===== src/rtl/sync_fifo.sv =====
// Single-clock synchronous FIFO with registered read data, handshake and occupancy flags.
// Define FIFO_ASSERTIONS_EN to compile the embedded SVA checks and cover points.
module sync_fifo #(
    parameter int FIFO_WIDTH = 16,
    parameter int FIFO_DEPTH = 8
) (
    input  logic                  clk,
    input  logic                  rst,
    input  logic [FIFO_WIDTH-1:0] data_in,
    input  logic                  wr_en,
    input  logic                  rd_en,
    output logic [FIFO_WIDTH-1:0] data_out,
    output logic                  wr_ack,
    output logic                  overflow,
    output logic                  underflow,
    output logic                  full,
    output logic                  almostfull,
    output logic                  empty,
    output logic                  almostempty
);

    localparam int PTR_W = (FIFO_DEPTH > 1) ? $clog2(FIFO_DEPTH) : 1;
    localparam int CNT_W = $clog2(FIFO_DEPTH) + 1;
    localparam logic [PTR_W-1:0] LAST_PTR  = PTR_W'(FIFO_DEPTH - 1);
    localparam logic [CNT_W-1:0] DEPTH_CNT = CNT_W'(FIFO_DEPTH);

    logic [FIFO_WIDTH-1:0] mem [FIFO_DEPTH];
    logic [PTR_W-1:0]      wr_ptr;
    logic [PTR_W-1:0]      rd_ptr;
    logic [CNT_W-1:0]      count;
    logic                  wr_go;
    logic                  rd_go;

    // A write into a full FIFO is refused even when a read frees a slot in the same cycle.
    assign wr_go = wr_en && !full;
    assign rd_go = rd_en && !empty;

    assign full        = (count == DEPTH_CNT);
    assign almostfull  = (count == DEPTH_CNT - 1'b1);
    assign empty       = (count == '0);
    assign almostempty = (count == CNT_W'(1));

    // NOTE: storage is deliberately left out of reset; only pointers and count define validity.
    always_ff @(posedge clk) begin
        if (wr_go) begin
            mem[wr_ptr] <= data_in;
        end
    end

    // NOTE: all state uses non-blocking assignments so every register samples pre-edge values.
    always_ff @(posedge clk or posedge rst) begin
        if (rst) begin
            wr_ptr    <= '0;
            rd_ptr    <= '0;
            count     <= '0;
            data_out  <= '0;
            wr_ack    <= 1'b0;
            overflow  <= 1'b0;
            underflow <= 1'b0;
        end else begin
            wr_ack    <= wr_go;
            overflow  <= wr_en && full;
            underflow <= rd_en && empty;

            if (wr_go) begin
                wr_ptr <= (wr_ptr == LAST_PTR) ? '0 : wr_ptr + 1'b1;
            end
            if (rd_go) begin
                data_out <= mem[rd_ptr];
                rd_ptr   <= (rd_ptr == LAST_PTR) ? '0 : rd_ptr + 1'b1;
            end

            case ({wr_go, rd_go})
                2'b10:   count <= count + 1'b1;
                2'b01:   count <= count - 1'b1;
                default: count <= count;
            endcase
        end
    end

`ifdef FIFO_ASSERTIONS_EN
    a_reset_vals: assert property (@(posedge clk)
        rst |-> (count == '0 && wr_ptr == '0 && rd_ptr == '0 && data_out == '0 &&
                 !wr_ack && !overflow && !underflow))
        else $error("sync_fifo: state not cleared by reset");

    a_wr_ack: assert property (@(posedge clk) disable iff (rst)
        wr_go |=> (wr_ack && !overflow))
        else $error("sync_fifo: accepted write without wr_ack");

    a_overflow: assert property (@(posedge clk) disable iff (rst)
        (wr_en && full) |=> (overflow && !wr_ack))
        else $error("sync_fifo: write into full FIFO not flagged");

    a_no_write: assert property (@(posedge clk) disable iff (rst)
        !wr_en |=> (!wr_ack && !overflow))
        else $error("sync_fifo: write status set without write request");

    a_underflow: assert property (@(posedge clk) disable iff (rst)
        (rd_en && empty) |=> (underflow && $stable(data_out)))
        else $error("sync_fifo: read from empty FIFO not flagged");

    a_no_read: assert property (@(posedge clk) disable iff (rst)
        !rd_en |=> (!underflow && $stable(data_out)))
        else $error("sync_fifo: read status or data changed without read request");

    a_read_ok: assert property (@(posedge clk) disable iff (rst)
        rd_go |=> !underflow)
        else $error("sync_fifo: accepted read flagged as underflow");

    a_flags: assert property (@(posedge clk) disable iff (rst)
        (full == (count == DEPTH_CNT)) && (empty == (count == '0)) &&
        (almostfull == (count == DEPTH_CNT - 1'b1)) && (almostempty == (count == CNT_W'(1))))
        else $error("sync_fifo: flags inconsistent with count");

    a_wr_wrap: assert property (@(posedge clk) disable iff (rst)
        (wr_go && wr_ptr == LAST_PTR) |=> (wr_ptr == '0))
        else $error("sync_fifo: write pointer failed to wrap");

    a_rd_wrap: assert property (@(posedge clk) disable iff (rst)
        (rd_go && rd_ptr == LAST_PTR) |=> (rd_ptr == '0))
        else $error("sync_fifo: read pointer failed to wrap");

    a_count_max: assert property (@(posedge clk) disable iff (rst)
        count <= DEPTH_CNT)
        else $error("sync_fifo: count exceeds depth");

    a_full_both: assert property (@(posedge clk) disable iff (rst)
        (full && wr_en && rd_en) |=> (count == $past(count) - 1'b1))
        else $error("sync_fifo: full with read and write did not decrement");

    c_full:      cover property (@(posedge clk) disable iff (rst) full);
    c_overflow:  cover property (@(posedge clk) disable iff (rst) overflow);
    c_underflow: cover property (@(posedge clk) disable iff (rst) underflow);
    c_wr_wrap:   cover property (@(posedge clk) disable iff (rst) wr_go && wr_ptr == LAST_PTR);
    c_full_both: cover property (@(posedge clk) disable iff (rst) full && wr_en && rd_en);
`else
    // Checks excluded from this build.
`endif

endmodule


===== config.mk =====
export PLATFORM = sky130hd
export DESIGN_NAME = sync_fifo
export DESIGN_NICKNAME = d
export VERILOG_FILES = /design/src/rtl/sync_fifo.sv
export SDC_FILE = /design/constraint.sdc
export NUM_CORES = 1
export LEC_CHECK = 0
export ABC_AREA = 0
export ABC_CLOCK_PERIOD_IN_PS = 6100
export CORE_UTILIZATION = 46
export CTS_CLUSTER_DIAMETER = 100
export DETAILED_ROUTE_END_ITERATION = 16
export GPL_TIMING_DRIVEN = 1
export PLACE_DENSITY_LB_ADDON = 0.05
export SYNTH_ARGS = -nofsm -noshare
export SYNTH_HDL_FRONTEND = slang
export SYNTH_SLANG_ARGS = --single-unit

===== constraint.sdc =====
create_clock -name clk -period 6.1 [get_ports clk]
set_input_delay 0.915 -clock clk [delete_from_list [all_inputs] [get_ports clk]]
set_output_delay 0.915 -clock clk [all_outputs]
set_load 0.03 [all_outputs]

==> flow_summary.toml <==
[power_and_ir_drop]
p_int_uw = 2469
p_per_area_mw_per_mm2 = 492.2
p_comb_share_pct = 32.0
pwr-share-seq_pct = 41.6
clockPowerShare_pct = 26.4
swShare_pct = 33.27
p_leak_uw = 0.002679
netSwitchingPower_uw = 1231
p_total_uw = 3701
max-vdd-ir-drop_v = 0.0002517

[sta]
setup_viol = 0
timing.final.crit_share_pct = 52.72
min_period_ns = 3.216
max_slew.worst_pin.slew_ns = 0.9310
rsz0062_at_grt = "no"
slew_headroom_pct = 37.93
fin_worst_skew_ns = 0.006355
setup_tns_ns = 0
fmax_ghz = 0.3110
hold_viol_final = 0
setup_slack_ns = 2.884
slew_viol_final = 0

[synth]
synth_area_per_cell_sq_um = 17.28
synth_area_sq_mm = 0.006309
ys_seq_area_share_pct = 72.43
syn_inst = 365
yosysUniqueCellTypes = 30
synth_fp_nets = 393
ys_warn_count = 0
synth-seq-cells = 157

[detailed_routing]
vias = 3284
wl_per_cell_um = 20.92
routed_wl_mm = 12.76
drtIter0Drc = 179
routed_via_density = 5.384
route.detailed.drc = 0
antenna_left = 0
drt-pass1-iter-count = 4

[die]
core_sq_mm = 0.01330
die_w_um = 119.1
initial_core_util_pct = 47.45
die-area_sq_mm = 0.01419
ios = 43
rows = 42
die_h_um = 119.1

[placement]
dp_cells = 578
dp_slack_ns = 3.116
dp.final_hpwl_mm = 7.021
port_buffers = 42
finalWeightedCongestion = 0.7008

[finish]
final_common_cell = "edfxtp_1"
num_antenna_cells = 0
layout_common_cells = "edfxtp_1 (128), clkdlybuf4s50_1 (42), mux2_2 (36), mux2i_1 (33), dfrtp_1 (28)"
drive_above_1_share_pct = 23.96
fin_nets = 449
fin_cells = 610
fill_cells = 1040
final_core_util_pct = 56.55
area_delta_synth_final_pct = 19.18

[run]
maxCapViolations = 0

[grt]
antenna_found_initial = 0
track_usage_pct = 19.57
grt_pass1_vias = 3399
grt-ovfl-total = 0
grt_pass1_wl_mm = 19.67
grt_max_degree = 41

[clock_tree]
cts-htree-levels = 4
clk_latency_ns = 0.42
numCtsBuffers = 17
post_cts_resized = 0
cts.sinks = 157
cts_hold_buf = 0
clockBufferDepth = 2
post_cts_buffers = 0
clk_root_buffer_cell = "clkbuf_16"
clk_pin_slew_ns = 0.06
cts_tree = "done"

[hold_path]
holdCritPathClass = "register to register"

[outcome]
status = "finished clean"

[worst_setup_path]
startpoint_type = "register"
end_kind = "primary output"
crit_path_max_fanout = 20
critPathArrivalTime_ns = 2.30
worstSetupPathType = "register to primary output"
cp_data_required_time_ns = 5.18
final timing paths:
check / startpoint / end / slack, ns / cells after the start
max in group asynchronous: rst / rd_ptr[0] / 4.85 / 3
min in group asynchronous: rst / data_out[15] / 0.90 / 3
setup reg to reg: count[0] / count[3] / 3.36 / 11
setup / recovery: count[0] / empty / 2.88 / 5
hold reg to reg: data_out[1] / data_out[1] / 0.53 / 2
hold / removal: data_out[1] / data_out[1] / 0.53 / 2
cells by family (layout without fill, tap and decap cells):
logic type               count (synthesis)  in the layout  share of synthesized area [%]
AND/OR/NAND/NOR                         33             33                          2.816
flip-flops                             157            157                          72.43
buffers and inverters                   25             94                          2.202
XOR/XNOR                                 4              4                         0.5554
adder cells (fa/ha/maj)                  8              8                          1.587
AO/OA/AOI/OAI                           68             68                          8.568
multiplexers                            70             70                          11.84
through the flow:
| stage | hold WS [ns] | instance area [sq um] |
|---|---|---|
| finish | 0.5297 | 7518 |
| global placement | 0.5247 | 6969 |
| global route | 0.5532 | 7518 |
| floorplan | 0.5032 | 6309 |
| detailed placement | 0.5185 | 6969 |
| CTS | 0.5329 | 7518 |
sequential cells by signal, indices dropped and copies added (netlist names):
| name | flops |
|---|---|
| count | 4 |
| data_out | 16 |
| mem | 128 |
| overflow | 1 |
| rd_ptr | 3 |
| underflow | 1 |
| wr_ack | 1 |
| wr_ptr | 3 |
cells in the mapped netlist (all sizes together):
master | count | share of area (%)
inv | 7 | 0.42
nand2b | 5 | 0.50
and2 | 2 | 0.20
nor2b | 2 | 0.20
a22o | 16 | 2.2
nor3 | 4 | 0.32
mux2 | 37 | 6.6
o22ai | 16 | 1.6
nand3b | 1 | 0.12
a21oi | 1 | 0.079
xnor2 | 2 | 0.28
o31ai | 16 | 3.2
nand4b | 1 | 0.14
mux2i | 33 | 5.2
xor2 | 2 | 0.28
edfxtp | 128 | 61
nand2 | 5 | 0.30
nand3 | 1 | 0.079
or4b | 1 | 0.16
nor4 | 1 | 0.099
nor3b | 2 | 0.24
buf | 13 | 1.5
ha | 8 | 1.6
nor2 | 8 | 0.48
dfrtp | 29 | 12
clkbuf | 5 | 0.30
o21ai | 19 | 1.5
critical path: stages, from the launching register on:
cell	delay (ns)
dfrtp_1	0.44
inv_1	0.08
ha_1	0.17
nor3b_2	0.16
buf_4	0.29
clkdlybuf4s50_1	0.73
power by group through the flow:
stage	Clock, uW	Sequential, uW	Combinational, uW
2_1_floorplan	0	1610	768
3_3_place_gp	0	1560	1190
3_5_place_dp	0	1560	1200
4_1_cts	992	1540	1210
5_1_grt	1030	1570	1280
6_report	977	1540	1180
final cells by class:
| class | count | area (sq um) | share of cell area (%) |
|---|---|---|---|
| inverters | 7 | 26.28 | 0.3495 |
| multi-input cells | 183 | 1634 | 21.73 |
| well taps | 176 | 220.2 | 2.929 |
| repair buffers | 55 | 518.0 | 6.890 |
| flip-flops and latches | 157 | 4571 | 60.79 |
| clock buffers | 17 | 425.4 | 5.658 |
| clock inverters | 15 | 123.9 | 1.648 |
metal layers:
| metal | up-vias | part of all wire (%) | GRT usage, % |
|---|---|---|---|
| met3 | 14 | 3.2 | 4.693 |
| li1 | 1542 | - | - |
| met4 | 0 | 1.5 | 7.358 |
| met5 | - | 0 | 0 |
| met2 | 47 | 51 | 32.92 |
| met1 | 1681 | 44 | 24.45 |
Power figures use the tool's default switching activity.
